**config.mk**
```make
export PLATFORM = sky130hd
export DESIGN_NAME = clk_period_monitor
export DESIGN_NICKNAME = d
export VERILOG_FILES = /design/src/rtl/clk_mon_pkg.sv /design/src/rtl/sync_edge_det.sv /design/src/rtl/clk_period_monitor.sv
export SDC_FILE = /design/constraint.sdc
export NUM_CORES = 1
export LEC_CHECK = 0
export BUFFER_PORTS_ARGS = -buffer_cell sky130_fd_sc_hd__buf_4
export CAP_MARGIN = 30
export CORE_UTILIZATION = 55
export DETAILED_ROUTE_END_ITERATION = 12
export GPL_TIMING_DRIVEN = 0
export PLACE_DENSITY = 0.76
export SLEW_MARGIN = 15
export SYNTH_ARGS = -nofsm -noshare
export SYNTH_HDL_FRONTEND = slang
export SYNTH_HIERARCHICAL = 1
export SYNTH_SLANG_ARGS = --single-unit
```
**constraint.sdc**
```tcl
create_clock -name clk_12mhz -period 10.7 [get_ports clk_12mhz]
set_input_delay 0.535 -clock clk_12mhz [delete_from_list [all_inputs] [get_ports clk_12mhz]]
set_output_delay 0.535 -clock clk_12mhz [all_outputs]
set_load 0.05 [all_outputs]
```
**src/rtl/clk_mon_pkg.sv**
```systemverilog
// rtl/clk_mon_pkg.sv - shared state encoding, counter width and tolerance helper for the clock period monitor
package clk_mon_pkg;

    localparam int CNT_W = 8;
    localparam logic [CNT_W-1:0] CNT_MAX = {CNT_W{1'b1}};

    typedef enum logic [1:0] {
        ST_IDLE    = 2'd0,
        ST_ARM     = 2'd1,
        ST_MEASURE = 2'd2,
        ST_LOCKED  = 2'd3
    } mon_state_e;

    // Absolute difference is formed one bit wider than the operands so a
    // small measured period against a large expected one cannot wrap into
    // a falsely small deviation.
    function automatic logic within_tol(
        input logic [CNT_W-1:0] meas,
        input logic [CNT_W-1:0] expv,
        input logic [3:0]       tol
    );
        logic [CNT_W:0] diff;
        if (meas >= expv) begin
            diff = {1'b0, meas} - {1'b0, expv};
        end else begin
            diff = {1'b0, expv} - {1'b0, meas};
        end
        return diff <= {{(CNT_W - 3){1'b0}}, tol};
    endfunction

endpackage

```
**src/rtl/sync_edge_det.sv**
```systemverilog
// rtl/sync_edge_det.sv - multi-flop synchronizer with one-flop edge detector for an asynchronous clock input
module sync_edge_det #(
    parameter int SYNC_STAGES = 2
) (
    input  logic clk_12mhz,
    input  logic rst,
    input  logic clk_in,
    output logic level,
    output logic rise,
    output logic fall
);

    logic [SYNC_STAGES-1:0] sync_q;
    logic                   prev_q;

    // Shift the raw input through the synchronizer chain; prev_q holds the
    // previous synchronized level for edge detection.
    always_ff @(posedge clk_12mhz or posedge rst) begin
        if (rst) begin
            sync_q <= '0;
            prev_q <= 1'b0;
        end else begin
            sync_q <= {sync_q[SYNC_STAGES-2:0], clk_in};
            prev_q <= sync_q[SYNC_STAGES-1];
        end
    end

    assign level = sync_q[SYNC_STAGES-1];
    assign rise  = level & ~prev_q;
    assign fall  = ~level & prev_q;

endmodule

```
**src/rtl/clk_period_monitor.sv**
```systemverilog
// rtl/clk_period_monitor.sv - measures clk_in period/high time and tracks lock against an expected period
module clk_period_monitor
    import clk_mon_pkg::*;
#(
    parameter int SYNC_STAGES = 2,
    parameter int LOCK_COUNT  = 4
) (
    input  logic             clk_12mhz,
    input  logic             rst,
    input  logic             clk_in,
    input  logic             enable,
    input  logic [CNT_W-1:0] exp_period,
    input  logic [3:0]       tolerance,
    output logic             rise_stb,
    output logic [CNT_W-1:0] period,
    output logic [CNT_W-1:0] high_time,
    output logic             meas_valid,
    output logic             locked,
    output logic             fault
);

    localparam logic [3:0] LOCK_N = 4'(LOCK_COUNT);

    logic lvl;
    logic rise;
    logic fall;

    sync_edge_det #(
        .SYNC_STAGES(SYNC_STAGES)
    ) u_sync (
        .clk_12mhz(clk_12mhz),
        .rst      (rst),
        .clk_in   (clk_in),
        .level    (lvl),
        .rise     (rise),
        .fall     (fall)
    );

    mon_state_e       state_q;
    logic [CNT_W-1:0] cnt_q;
    logic [CNT_W-1:0] hi_cnt_q;
    logic [CNT_W-1:0] hi_len_q;
    logic [3:0]       good_q;
    logic [CNT_W-1:0] period_q;
    logic [CNT_W-1:0] high_time_q;
    logic             rise_stb_q;
    logic             meas_valid_q;
    logic             locked_q;
    logic             fault_q;

    logic       in_tol;
    logic [3:0] good_d;

    // Tolerance verdict on the period about to be published, and the
    // saturating good-period count that would follow a pass.
    always_comb begin
        in_tol = within_tol(cnt_q, exp_period, tolerance);
        good_d = (good_q >= LOCK_N) ? LOCK_N : good_q + 4'd1;
    end

    // Monitor FSM with its counters and all registered outputs.
    always_ff @(posedge clk_12mhz or posedge rst) begin
        if (rst) begin
            state_q      <= ST_IDLE;
            cnt_q        <= '0;
            hi_cnt_q     <= '0;
            hi_len_q     <= '0;
            good_q       <= '0;
            period_q     <= '0;
            high_time_q  <= '0;
            rise_stb_q   <= 1'b0;
            meas_valid_q <= 1'b0;
            locked_q     <= 1'b0;
            fault_q      <= 1'b0;
        end else begin
            rise_stb_q   <= rise;
            meas_valid_q <= 1'b0;
            if (!enable) begin
                // period/high_time deliberately hold their last values.
                state_q  <= ST_IDLE;
                cnt_q    <= '0;
                hi_cnt_q <= '0;
                hi_len_q <= '0;
                good_q   <= '0;
                locked_q <= 1'b0;
                fault_q  <= 1'b0;
            end else begin
                case (state_q)
                    ST_IDLE: begin
                        cnt_q    <= '0;
                        hi_cnt_q <= '0;
                        hi_len_q <= '0;
                        good_q   <= '0;
                        locked_q <= 1'b0;
                        fault_q  <= 1'b0;
                        state_q  <= ST_ARM;
                    end
                    ST_ARM: begin
                        // First edge only starts the count; there is no
                        // complete period to report yet.
                        if (rise) begin
                            cnt_q    <= 8'd1;
                            hi_cnt_q <= 8'd1;
                            state_q  <= ST_MEASURE;
                        end
                    end
                    ST_MEASURE, ST_LOCKED: begin
                        // High phase is captured when it ends so the value
                        // is ready for the next rising edge.
                        if (fall) begin
                            hi_len_q <= hi_cnt_q;
                        end
                        if (cnt_q == CNT_MAX) begin
                            // Timeout beats a coincident rising edge.
                            fault_q  <= 1'b1;
                            locked_q <= 1'b0;
                            good_q   <= '0;
                            state_q  <= ST_ARM;
                        end else if (rise) begin
                            period_q     <= cnt_q;
                            high_time_q  <= hi_len_q;
                            meas_valid_q <= 1'b1;
                            cnt_q        <= 8'd1;
                            hi_cnt_q     <= 8'd1;
                            if (in_tol) begin
                                good_q <= good_d;
                                if (good_d == LOCK_N) begin
                                    state_q  <= ST_LOCKED;
                                    locked_q <= 1'b1;
                                end
                            end else begin
                                good_q   <= '0;
                                locked_q <= 1'b0;
                                fault_q  <= 1'b1;
                                state_q  <= ST_MEASURE;
                            end
                        end else begin
                            cnt_q <= cnt_q + 8'd1;
                            if (lvl && (hi_cnt_q != CNT_MAX)) begin
                                hi_cnt_q <= hi_cnt_q + 8'd1;
                            end
                        end
                    end
                    default: state_q <= ST_IDLE;
                endcase
            end
        end
    end

    assign rise_stb   = rise_stb_q;
    assign period     = period_q;
    assign high_time  = high_time_q;
    assign meas_valid = meas_valid_q;
    assign locked     = locked_q;
    assign fault      = fault_q;

endmodule

```
Word-level counts from Yosys, hierarchy flattened:

Cells that the tools add are included.
W data, S select, Z words.

* memory bits (read-only): 0
* register bits after elaboration: 53
* RAM bits: 0
* memories kept: 0
* latch bits: 0

* reductions and logical operators: 11
* divide/modulo/power cells: 0
* muxes and demuxes: 42
* $lt $le $gt $ge: 3
* bitwise operators: 5
* shifts and indexed selects: 0
* $mul: 0
* add/subtract/negate cells: 5
* equal/unequal tests: 14

Operators with widths (count)
* $mux W8: 10
* $pmux W8 S3: 2
* $mux W4: 5
* $sub A8 B8 Y9: 2
* $add A8 B1 Y8 const B: 2
* $pmux W8 S2: 1
* $mux W1: 13
* $mux W2: 6
* $ne A4 B4 Y1 const B: 3
* $reduce_and A3 Y1: 4
* $le A9 B4 Y1: 1
* $mux W9: 1
* $ne A3 B3 Y1 const B: 3
* $eq A8 B8 Y1 const B: 1
* $ge A8 B8 Y1: 1
* $ne A8 B8 Y1 const B: 1
* $pmux W4 S2: 1
* $pmux W2 S3: 1
* $reduce_and A2 Y1: 3
* $ne A5 B5 Y1 const B: 1
* $add A4 B1 Y4 const B: 1
* $eq A2 B2 Y1 const B: 2
* $eq A4 B3 Y1 const B: 1
* $ge A4 B3 Y1 const B: 1
* other kinds (9): 13

Logic depth before layout (Yosys ltp):

Gate-level depths: netlist of run 1.

* depth in word-level cells: 9
* gate-level depth with buffers: 16
* gate-level depth less buffers: 15

Cells and area by module:

Netlist of run 1, hierarchy kept.

Modules (own cells, without submodules)
* clk_period_monitor: sequential area each 1251.2 um^2, area each 3099.2 um^2, cells each 336, instances 1
* sync_edge_det: sequential area each 75.1 um^2, area each 93.8 um^2, cells each 6, instances 1

Least setup slack after synthesis of run 1:

OpenSTA, ideal clock, no wires.

* kind: in2reg
* from: in exp_period[2]
* to: reg fault_q (netlist: fault)
* stages on the path: 14
* arrival: 3.655 ns
* path buffers: 1
* setup time: 0.123 ns
* path slack: 6.922 ns
* cell sequence: inv_1 ha_1 buf_6 o211a_1 o21a_1 o32ai_4 mux2_2 ha_1 and3b_1 a2111oi_2 o22ai_1 nor4_1 a22oi_2 o221a_1

* word-level cells in the longest chain between the ends: 5

RTL lines
* from (decl): line clk_period_monitor.sv:12 `input logic [CNT_W-1:0] exp_period,`
* $sub A8 B8 Y9, or another cell as far along: line clk_mon_pkg.sv:26 `diff = {1'b0, expv} - {1'b0, meas};`
* $mux W9 *: line clk_mon_pkg.sv:23 `if (meas >= expv) begin`
* $le A9 B4 Y1 *: line clk_mon_pkg.sv:28 `return diff <= {{(CNT_W - 3){1'b0}}, tol};`
* $ne A4 B4 Y1 (no source line) *
* $reduce_and A3 Y1 (no source line) *
* to (signal assigned): line clk_period_monitor.sv:74 `fault_q <= 1'b0;`
* to (signal assigned): line clk_period_monitor.sv:86 `fault_q <= 1'b0;`
* to (signal assigned): line clk_period_monitor.sv:95 `fault_q <= 1'b0;`
* to (decl): line clk_period_monitor.sv:49 `logic fault_q;`

Mark *: on every way between the ends. The rest lies on a longest branch, timed or not.
A chain may end at the register's enable or synchronous reset.

Worst setup path in the final report of run 1:

* from: reg cnt_q[2]
* to: reg fault_q (netlist: fault)

* word-level cells in the longest chain between the ends: 5

RTL lines
* from (decl): line clk_period_monitor.sv:40 `logic [CNT_W-1:0] cnt_q;`
* from (signal assigned): line clk_period_monitor.sv:138 `cnt_q <= cnt_q + 8'd1;`
* $sub A8 B8 Y9, or another cell as far along: line clk_mon_pkg.sv:26
* $mux W9: line clk_mon_pkg.sv:23
* $le A9 B4 Y1: line clk_mon_pkg.sv:28
* $ne A4 B4 Y1 (no source line)
* $reduce_and A3 Y1 (no source line)

Several ways; a longest one is shown, not always the timed one.

==> results.cfg, run 1 <==
[outcome]
status = completed

[layout]
diodes = 0
stdcell_count = 458
fin_nets = 426
syn2layout_area_growth_pct = 15.4
drive_above_1_share = 0.181
nFillCells = 453

[clock_network]
cts_tree = yes
cts_setup_buffers = 0
cts_max_level = 2
holdBufCountCts = 0
post_cts_resized = 0
cts_max_path_buffers = 2
cts_buffers = 5
cts.sink_count = 53
ctsRootBufferMaster = clkbuf_8
clk_latency_ns = 0.31
clkTransAtPathRegs_ns = 0.09

[timing]
fin_skew_ns = 0.00957
tns_ns = 0
min_period_ns = 4.22
fmax_ghz = 0.237
maxSlewHeadroom = 0.574
drv_slew = 0
finalSetupViolations = 0
finalCritPeriodShare = 0.395
rsz0062_at_grt = false
hold_violations = 0
whs_ns = 0.0921
worst_pin_slew_ns = 0.633

[placed_design]
io_buffers = 35
dp_hpwl_um = 5110
place.gp.congestion = 0.881
dp.cells = 450

[logic_synthesis]
yosys.area.top_type = dfrtp_1
synth_fp_nets = 383
synth_area_um2 = 3190
yosys.cell_types.count = 58
ys_seq_elements = 53
synth-edff-count = 0
async_flop_share = 1.00
ys.flop_type = dfrtp_1
synthTopCellsByArea = dfrtp_1, ha_1, nand2_1, o21ai_0, xnor2_1
syn_avg_cell_area_um2 = 9.34
synth.top_cell.area_share = 0.415
ys_warn_count = 6
netlist_instances = 342
ys_seq_area_frac = 0.415

[power_and_ir_drop]
vdd_drop_max_v = 0.000101
leakage_nw = 1.72
powerDensity_nw_per_um2 = 110

[critical_path]
startpoint_type = flip-flop
cp_common_cell = ha_1
critical-path-max-stage-delay_ns = 0.50
cp_data_required_time_ns = 10.89
path_cells = ha_1, buf_6, o211a_1, o21a_1, o32ai_4, mux2i_1, xnor2_1, ha_1, and3b_1, a2111oi_2, o22ai_1, nor4_1, a22oi_2, o221a_1
cp_max_fo = 9
critPathBufInv = 1
critPathCaptureType = flip-flop
cp_top_family = compound AO/OA/AOI/OAI gates
slowest_stage = nor4_1
worstPathArrival_ns = 4.41
critPathKind = flip-flop to flip-flop

[routing]
wire_per_inst_um = 14.4
drt_wl_total_um = 6600
drt_iter0_markers = 154
via_per_inst = 5.70
dr_total_vias = 2609
drtPass1Iterations = 4
ant_nets = 0
remaining_drc_errors = 0

[floorplan]
die_y_um = 78.2
die_area_um2 = 6110
std_cell_rows = 27
dieWidth_um = 78.2
io_pins = 36
core-area_um2 = 5540
initial_core_util = 0.576

[global_route]
first_global_vias = 2391
antenna_found_initial = 0
grt_first_pass_wirelength_um = 11000
grt_overflow_total = 0
grtUsageTotal = 0.231
grt_max_degree = 33

[job]
max_cap_viol_count = 0

[worst_hold_path]
hold_class = input port to async pin
-- worst paths after layout --
check                                           start                    endpoint  slack, ns  cells after the start
min in group clk_12mhz                         clk_in  u_sync/sync_q[0]$_DFF_PP0_       0.33                      1
hold reg to reg            u_sync/sync_q[0]$_DFF_PP0_  u_sync/sync_q[1]$_DFF_PP0_       0.36                      0
hold / removal                                    rst  u_sync/sync_q[0]$_DFF_PP0_       0.09                      2
max in group asynchronous                         rst       period[4]$_DFFE_PP0P_       9.97                      3
setup reg to reg                 cnt_q[2]$_DFFE_PP0P_           fault$_DFFE_PP0P_       6.48                     14
setup / recovery                 cnt_q[2]$_DFFE_PP0P_           fault$_DFFE_PP0P_       6.48                     14
-- metal layers --
layer | global-route usage | vias to the layer above | part of all wire
met2 | 0.373 | 65 | 0.46
met4 | 0.0667 | 0 | 0.011
met3 | 0.0442 | 8 | 0.058
li1 | - | 1287 | -
met5 | 0 | - | 0
met1 | 0.318 | 1249 | 0.48
-- sequential cells by signal, summed over array words and instances (netlist names), 2 cells and up --
name           cells
good_q             4
hi_len_q           8
high_time          8
state_q            2
cnt_q              8
period             8
hi_cnt_q           8
u_sync/sync_q      2
-- cells in the mapped netlist, types with 3 or more instances --
cell	n
xnor2_1	13
and3_1	3
nand2_1	35
nor2_1	26
mux2_2	9
o21ai_0	26
inv_1	29
nand4_1	3
ha_1	23
clkbuf_1	5
nand3_1	14
nor4_1	4
a21o_1	3
buf_2	6
nor2b_1	3
a21oi_1	14
dfrtp_1	53
o21a_1	7
o21ai_1	6
a211oi_1	3
nor3_1	10
-- through the flow --
step	worst slack [ns]	power [mW]	area, um2	utilization
5_1_grt	6.37	0.421	3690	0.665
6_report	6.48	0.404	3690	0.665
2_1_floorplan	6.92	0.249	3190	-
3_5_place_dp	6.35	0.267	3570	0.644
4_1_cts	6.54	0.407	3690	0.665
3_3_place_gp	6.39	0.265	3550	0.640
-- layout make-up --
class,count,area [um2],area share
Tap cell,72,90.1,0.0244
Multi-Input combinational cell,247,1690,0.459
Timing Repair Buffer,36,283,0.0767
Clock inverter,2,37.5,0.0102
Inverter,29,109,0.0295
Buffer,13,67.6,0.0183
Sequential cell,53,1330,0.360
Clock buffer,6,82.6,0.0224
-- power breakdown --
group / total [mW] / internal [mW] / switching [mW] / leakage, nW
clock network: 0.141 / 0.0761 / 0.0653 / 0.0574
logic: 0.0576 / 0.0221 / 0.0356 / 0.930
registers: 0.205 / 0.203 / 0.00258 / 0.728
total: 0.404 / 0.301 / 0.103 / 1.72
-- kinds of logic after synthesis --
logic type | Yosys count | synth area share
adder cells (fa/ha/maj) | 25 | 0.103
XOR/XNOR | 14 | 0.0384
multiplexers | 12 | 0.0415
flip-flops | 53 | 0.415
buffers and inverters | 42 | 0.0553
AO/OA/AOI/OAI | 81 | 0.173
AND/OR/NAND/NOR | 115 | 0.174
-- placed cells by master (no fill, tap or decap), types with 3 or more instances in the layout --
cell type and n:
a211oi_1 3, a21o_1 3, a21oi_1 14, and3_1 3
buf_2 6, buf_4 36, clkbuf_1 5, clkbuf_8 6
dfrtp_1 53, ha_1 23, inv_1 28, mux2_2 9
nand2_1 35, nand3_1 14, nand4_1 3, nor2_1 26
nor2b_1 3, nor3_1 10, nor4_1 4, o21a_1 7
o21ai_0 26, o21ai_1 6, xnor2_1 13
Power figures use the tool's default switching activity.
==> inputs of run 2 (changes only) <==
clock period = 3.9 ns   (was 10.7 ns; I/O delays follow)
==> results.cfg, run 2 (synthesis results as in run 1) <==
[layout]
seqCellArea_um2 = 1330
layout_common_cells = dfrtp_1, buf_4, nand2_1, inv_1, nor2_1
multi_input_area_um2 = 1730
final_common_cell = dfrtp_1
diodes = 0
nFillCells = 442
drive_above_1_share = 0.201
fin_nets = 433
stdcell_count = 465
syn2layout_area_growth_pct = 18.6

[critical_path]
critPathCaptureType = flip-flop
critical-path-max-stage-delay_ns = 0.44
worstPathArrival_ns = 3.93
critPathKind = flip-flop to flip-flop
cp_max_fo = 9
slowest_stage = dfrtp_2
path_cells = ha_1, buf_6, o211a_1, o21a_1, o32ai_4, mux2i_1, xnor2_1, ha_1, and3b_1, a2111oi_4, nor2_1, a2111oi_4, a22oi_2, o221a_1
startpoint_type = flip-flop
cp_data_required_time_ns = 4.09

[power_and_ir_drop]
vdd_drop_max_v = 0.000278
fin_total_pwr_mw = 1.12
leakage_nw = 1.76
powerDensity_nw_per_um2 = 296

[placed_design]
io_buffers = 35
dp_hpwl_um = 5110
place.gp.congestion = 0.881
place_ws_ns = -0.234
dp.cells = 450

[routing]
drt_iter0_markers = 201
dr_total_vias = 2644
wire_per_inst_um = 14.6
drt_wl_total_um = 6790
via_per_inst = 5.69
ant_nets = 0
drtPass1Iterations = 4
remaining_drc_errors = 0

[timing]
hold_violations = 0
min_period_ns = 3.74
maxSlewHeadroom = 0.648
drv_slew = 0
finalSetupViolations = 0
tns_ns = 0
fmax_ghz = 0.268
layout_setup_ws_ns = 0.165
fin_skew_ns = 0.00525
finalCritPeriodShare = 0.958
worst_pin_slew_ns = 0.527
rsz0062_at_grt = false

[global_route]
grtUsageTotal = 0.237
grt_first_pass_wirelength_um = 11200
antenna_found_initial = 0
grt_overflow_total = 0
first_global_vias = 2437
grt_max_degree = 33

[clock_network]
cts_max_path_buffers = 2
cts_buffers = 5
clkTransAtPathRegs_ns = 0.09
cts.sink_count = 53
cts_max_level = 2
ctsRootBufferMaster = clkbuf_8
clk_latency_ns = 0.31
cts_tree = yes

[floorplan]
die_area_um2 = 6110
core-area_um2 = 5540
io_pins = 36
std_cell_rows = 27
dieWidth_um = 78.2
die_y_um = 78.2
initial_core_util = 0.576

[outcome]
status = completed

[job]
max_cap_viol_count = 0

[worst_hold_path]
hold_class = input port to async pin
run 2: cell count changes in the layout (fill, tap and decap cells not counted), moves of 2 or more:
cell | before | now
a2111oi_2 | 2 | 0
buf_4 | 36 | 41
dlygate4sd3_1 | 0 | 2
a2111oi_4 | 0 | 2
run 2: stage by stage:
stage / cell area [um2] / util / hold WS, ns
6_report: 3790 / 0.684 / 0.302
5_1_grt: 3790 / 0.684 / 0.315
4_1_cts: 3750 / 0.677 / 0.297
3_5_place_dp: 3570 / 0.644 / 0.0853
3_3_place_gp: 3550 / 0.640 / 0.0773
2_1_floorplan: 3190 / - / -0.0514
run 2: area by class of cell:
type / count / area share
inverter: 29 / 0.0287
buffer: 13 / 0.0178
clock inverter: 2 / 0.00991
tap: 72 / 0.0238
clock buffer: 6 / 0.0218
sequential: 53 / 0.351
timing repair buffer: 43 / 0.0899
multi-input combinational: 247 / 0.458
run 2: timing repair:
| action | 4_1_cts | 5_1_grt |
|---|---|---|
| gates resized for setup | 3 | 4 |
| buffers inserted | 3 | 2 |
| endpoints found under the setup margin | 6 | 6 |
| hold buffers | 2 | 0 |
| hold endpoints to repair | 22 | 0 |
| pin swaps | 4 | 4 |
run 2: power by group:
part	switching [mW]	total, mW	internal, mW
Sequential	0.00700	0.563	0.556
Clock	0.179	0.388	0.209
Combinational	0.105	0.171	0.0663
Total	0.291	1.12	0.831
run 2: layer usage:
layer  share of wire  wire length (um)  GRT usage  vias up
li1                -                 -          -     1299
met1            0.48              3240      0.322     1274
met2            0.46              3120      0.380       61
met3           0.049               335     0.0488       10
met4           0.013                87     0.0722        0
met5               0                 0          0        -
run 2: critical path: cells and delay by family, from the launching register on:
| kind | cells | cell delay, ns |
|---|---|---|
| AOI/OAI and AO/OA | 7 | 1.69 |
| xor gates and xnor gates | 1 | 0.09 |
| adders and majority gates | 2 | 0.64 |
| buffers and inverters | 1 | 0.14 |
| DFF | 1 | 0.44 |
| muxes | 1 | 0.26 |
| and+or+nand+nor | 2 | 0.35 |
run 2: final timing paths:
path / startpoint / endpoint / slack (ns) / cells past startpoint
min reg2reg: u_sync/sync_q[0]$_DFF_PP0_ / u_sync/sync_q[1]$_DFF_PP0_ / 0.36 / 0
max in group asynchronous: rst / period[4]$_DFFE_PP0P_ / 2.95 / 4
max reg2reg: cnt_q[2]$_DFFE_PP0P_ / fault$_DFFE_PP0P_ / 0.16 / 14
max: cnt_q[2]$_DFFE_PP0P_ / fault$_DFFE_PP0P_ / 0.16 / 14
min in group clk_12mhz: enable / good_q[0]$_DFFE_PP0P_ / 0.32 / 4
min: rst / u_sync/sync_q[0]$_DFF_PP0_ / 0.30 / 3
==> inputs of run 3 (changes only) <==
RECOVER_POWER = 100   (was not set)
==> results.cfg, run 3 (synthesis results as in run 1) <==
[critical_path]
critPathCaptureType = flip-flop
path_cells = ha_1, buf_6, o211a_1, o21a_1, o32ai_4, mux2i_1, xnor2_1, ha_1, and3b_1, a2111oi_4, nor2_1, a2111oi_4, a22oi_2, o221a_1
cp_max_fo = 9
worstPathArrival_ns = 3.93
slowest_stage = dfrtp_2
startpoint_type = flip-flop
critPathKind = flip-flop to flip-flop
critPathBufInv = 1
r2r_cells = 14
critical-path-max-stage-delay_ns = 0.44
cp_top_family = compound AO/OA/AOI/OAI gates
cp.depth = 14
rrSetupSlack_ns = 0.16
cp_data_required_time_ns = 4.09

[power_and_ir_drop]
leakage_nw = 1.66
vdd_drop_max_v = 0.000282
fin_total_pwr_mw = 1.12
powerDensity_nw_per_um2 = 303

[global_route]
first_global_vias = 2437
grtUsageMet1 = 0.322
use_met3 = 0.0488
grt_first_pass_wirelength_um = 11200
gr-max-usage-layer = met2
grt_max_degree = 33
use_met2 = 0.380
grtUsageTotal = 0.237
grt_overflow_total = 0
antenna_found_initial = 0

[clock_network]
cts_max_path_buffers = 2
cts_max_level = 2
ctsRootBufferMaster = clkbuf_8
cts.sink_count = 53
cts_tree = yes
clkTransAtPathRegs_ns = 0.09
cts_buffers = 5
clk_latency_ns = 0.31

[outcome]
status = finished, violations left
violations = capacitance limit, slew limit

[worst_hold_path]
hold_class = input port to async pin

[timing]
worst_pin_slew_ns = 1.69
whs_ns = 0.296
hold_violations = 0
layout_setup_ws_ns = 0.162
rsz0062_at_grt = false
finalSetupViolations = 0
fmax_ghz = 0.268
fin_skew_ns = 0.00842
maxSlewHeadroom = -0.126
min_period_ns = 3.74
finalCritPeriodShare = 0.958
drv_slew = 33

[floorplan]
initial_core_util = 0.576
die_area_um2 = 6110
std_cell_rows = 27
io_pins = 36
dieWidth_um = 78.2
core-area_um2 = 5540
die_y_um = 78.2

[placed_design]
dp.cells = 450
dpl-instance-area_um2 = 3570
io_buffers = 35
place.gp.congestion = 0.881
place_ws_ns = -0.234
dp_hpwl_um = 5110

[routing]
remaining_drc_errors = 0
ant_nets = 0
via_per_inst = 5.72
drt_iter0_markers = 165
drtPass1Iterations = 4
drt_wl_total_um = 6790
dr_total_vias = 2658
wire_per_inst_um = 14.6

[layout]
nFillCells = 451
fin_nets = 433
drive_above_1_share = 0.137
layout_common_cells = dfrtp_1, nand2_1, clkbuf_1, inv_1
stdcell_count = 465
syn2layout_area_growth_pct = 15.6
diodes = 0
fin_area_um2 = 3690
final_common_cell = dfrtp_1

[job]
max_cap_viol_count = 1
[run 3: cell types whose count changed in the layout (fill, tap and decap cells not counted)]
cell	previous run	this run
o21ai_0	25	26
clkbuf_1	5	29
inv_1	28	29
inv_2	1	0
buf_12	1	0
buf_2	6	3
o21ai_1	7	6
buf_4	41	19
clkbuf_4	0	2
[run 3: final timing paths]
| kind | startpoint | endpoint |
|---|---|---|
| worst max-delay path | cnt_q[2]$_DFFE_PP0P_ | fault$_DFFE_PP0P_ |
| worst min-delay path | rst | u_sync/sync_q[0]$_DFF_PP0_ |
| worst max register to register | cnt_q[2]$_DFFE_PP0P_ | fault$_DFFE_PP0P_ |
| worst min register to register | u_sync/sync_q[0]$_DFF_PP0_ | u_sync/sync_q[1]$_DFF_PP0_ |
| max in group asynchronous | rst | period[4]$_DFFE_PP0P_ |
| min in group clk_12mhz | enable | good_q[0]$_DFFE_PP0P_ |
[run 3: metrics by stage]
| stage | utilization | TNS [ns] |
|---|---|---|
| 6_report | 0.666 | 0 |
| 5_1_grt | 0.666 | 0 |
| 4_1_cts | 0.677 | 0 |
| 3_5_place_dp | 0.644 | -0.788 |
| 3_3_place_gp | 0.640 | -0.472 |
| 2_1_floorplan | - | 0 |
[run 3: metal layers]
layer	up-vias	wire length (um)	part of all wire
li1	1299	-	-
met3	10	353	0.052
met1	1282	3210	0.47
met2	67	3140	0.46
met5	-	0	0
met4	0	87	0.013
[run 3: final cells by class]
class | instances | area [um2] | share of cell area
Clock buffer | 6 | 82.6 | 0.0224
Multi-Input combinational cell | 247 | 1730 | 0.469
Sequential cell | 53 | 1330 | 0.360
Buffer | 13 | 63.8 | 0.0173
Inverter | 29 | 109 | 0.0295
Tap cell | 72 | 90.1 | 0.0244
Clock inverter | 2 | 37.5 | 0.0102
Timing Repair Buffer | 43 | 249 | 0.0674
[run 3: power by group]
group	switching (mW)	internal [mW]	leakage [nW]	total (mW)
clock	0.182	0.209	0.0574	0.390
combinational	0.104	0.0617	0.872	0.166
sequential	0.00694	0.557	0.726	0.563
total	0.293	0.827	1.66	1.12
[run 3: worst register-to-register path, stage by stage (launching register included)]
cell and delay (ns):
dfrtp_2 0.44, ha_1 0.29, buf_6 0.14, o211a_1 0.23, o21a_1 0.15, o32ai_4 0.35, mux2i_1 0.26, xnor2_1 0.09
ha_1 0.36, and3b_1 0.21, a2111oi_4 0.24, nor2_1 0.14, a2111oi_4 0.31, a22oi_2 0.15, o221a_1 0.27
[run 3: repair_timing]
action	4_1_cts	5_1_grt
resized for setup	3	4
setup endpoints to repair	6	6
pin swaps	4	4
hold endpoints to repair	22	0
hold buffers	2	0
setup buffers	3	2
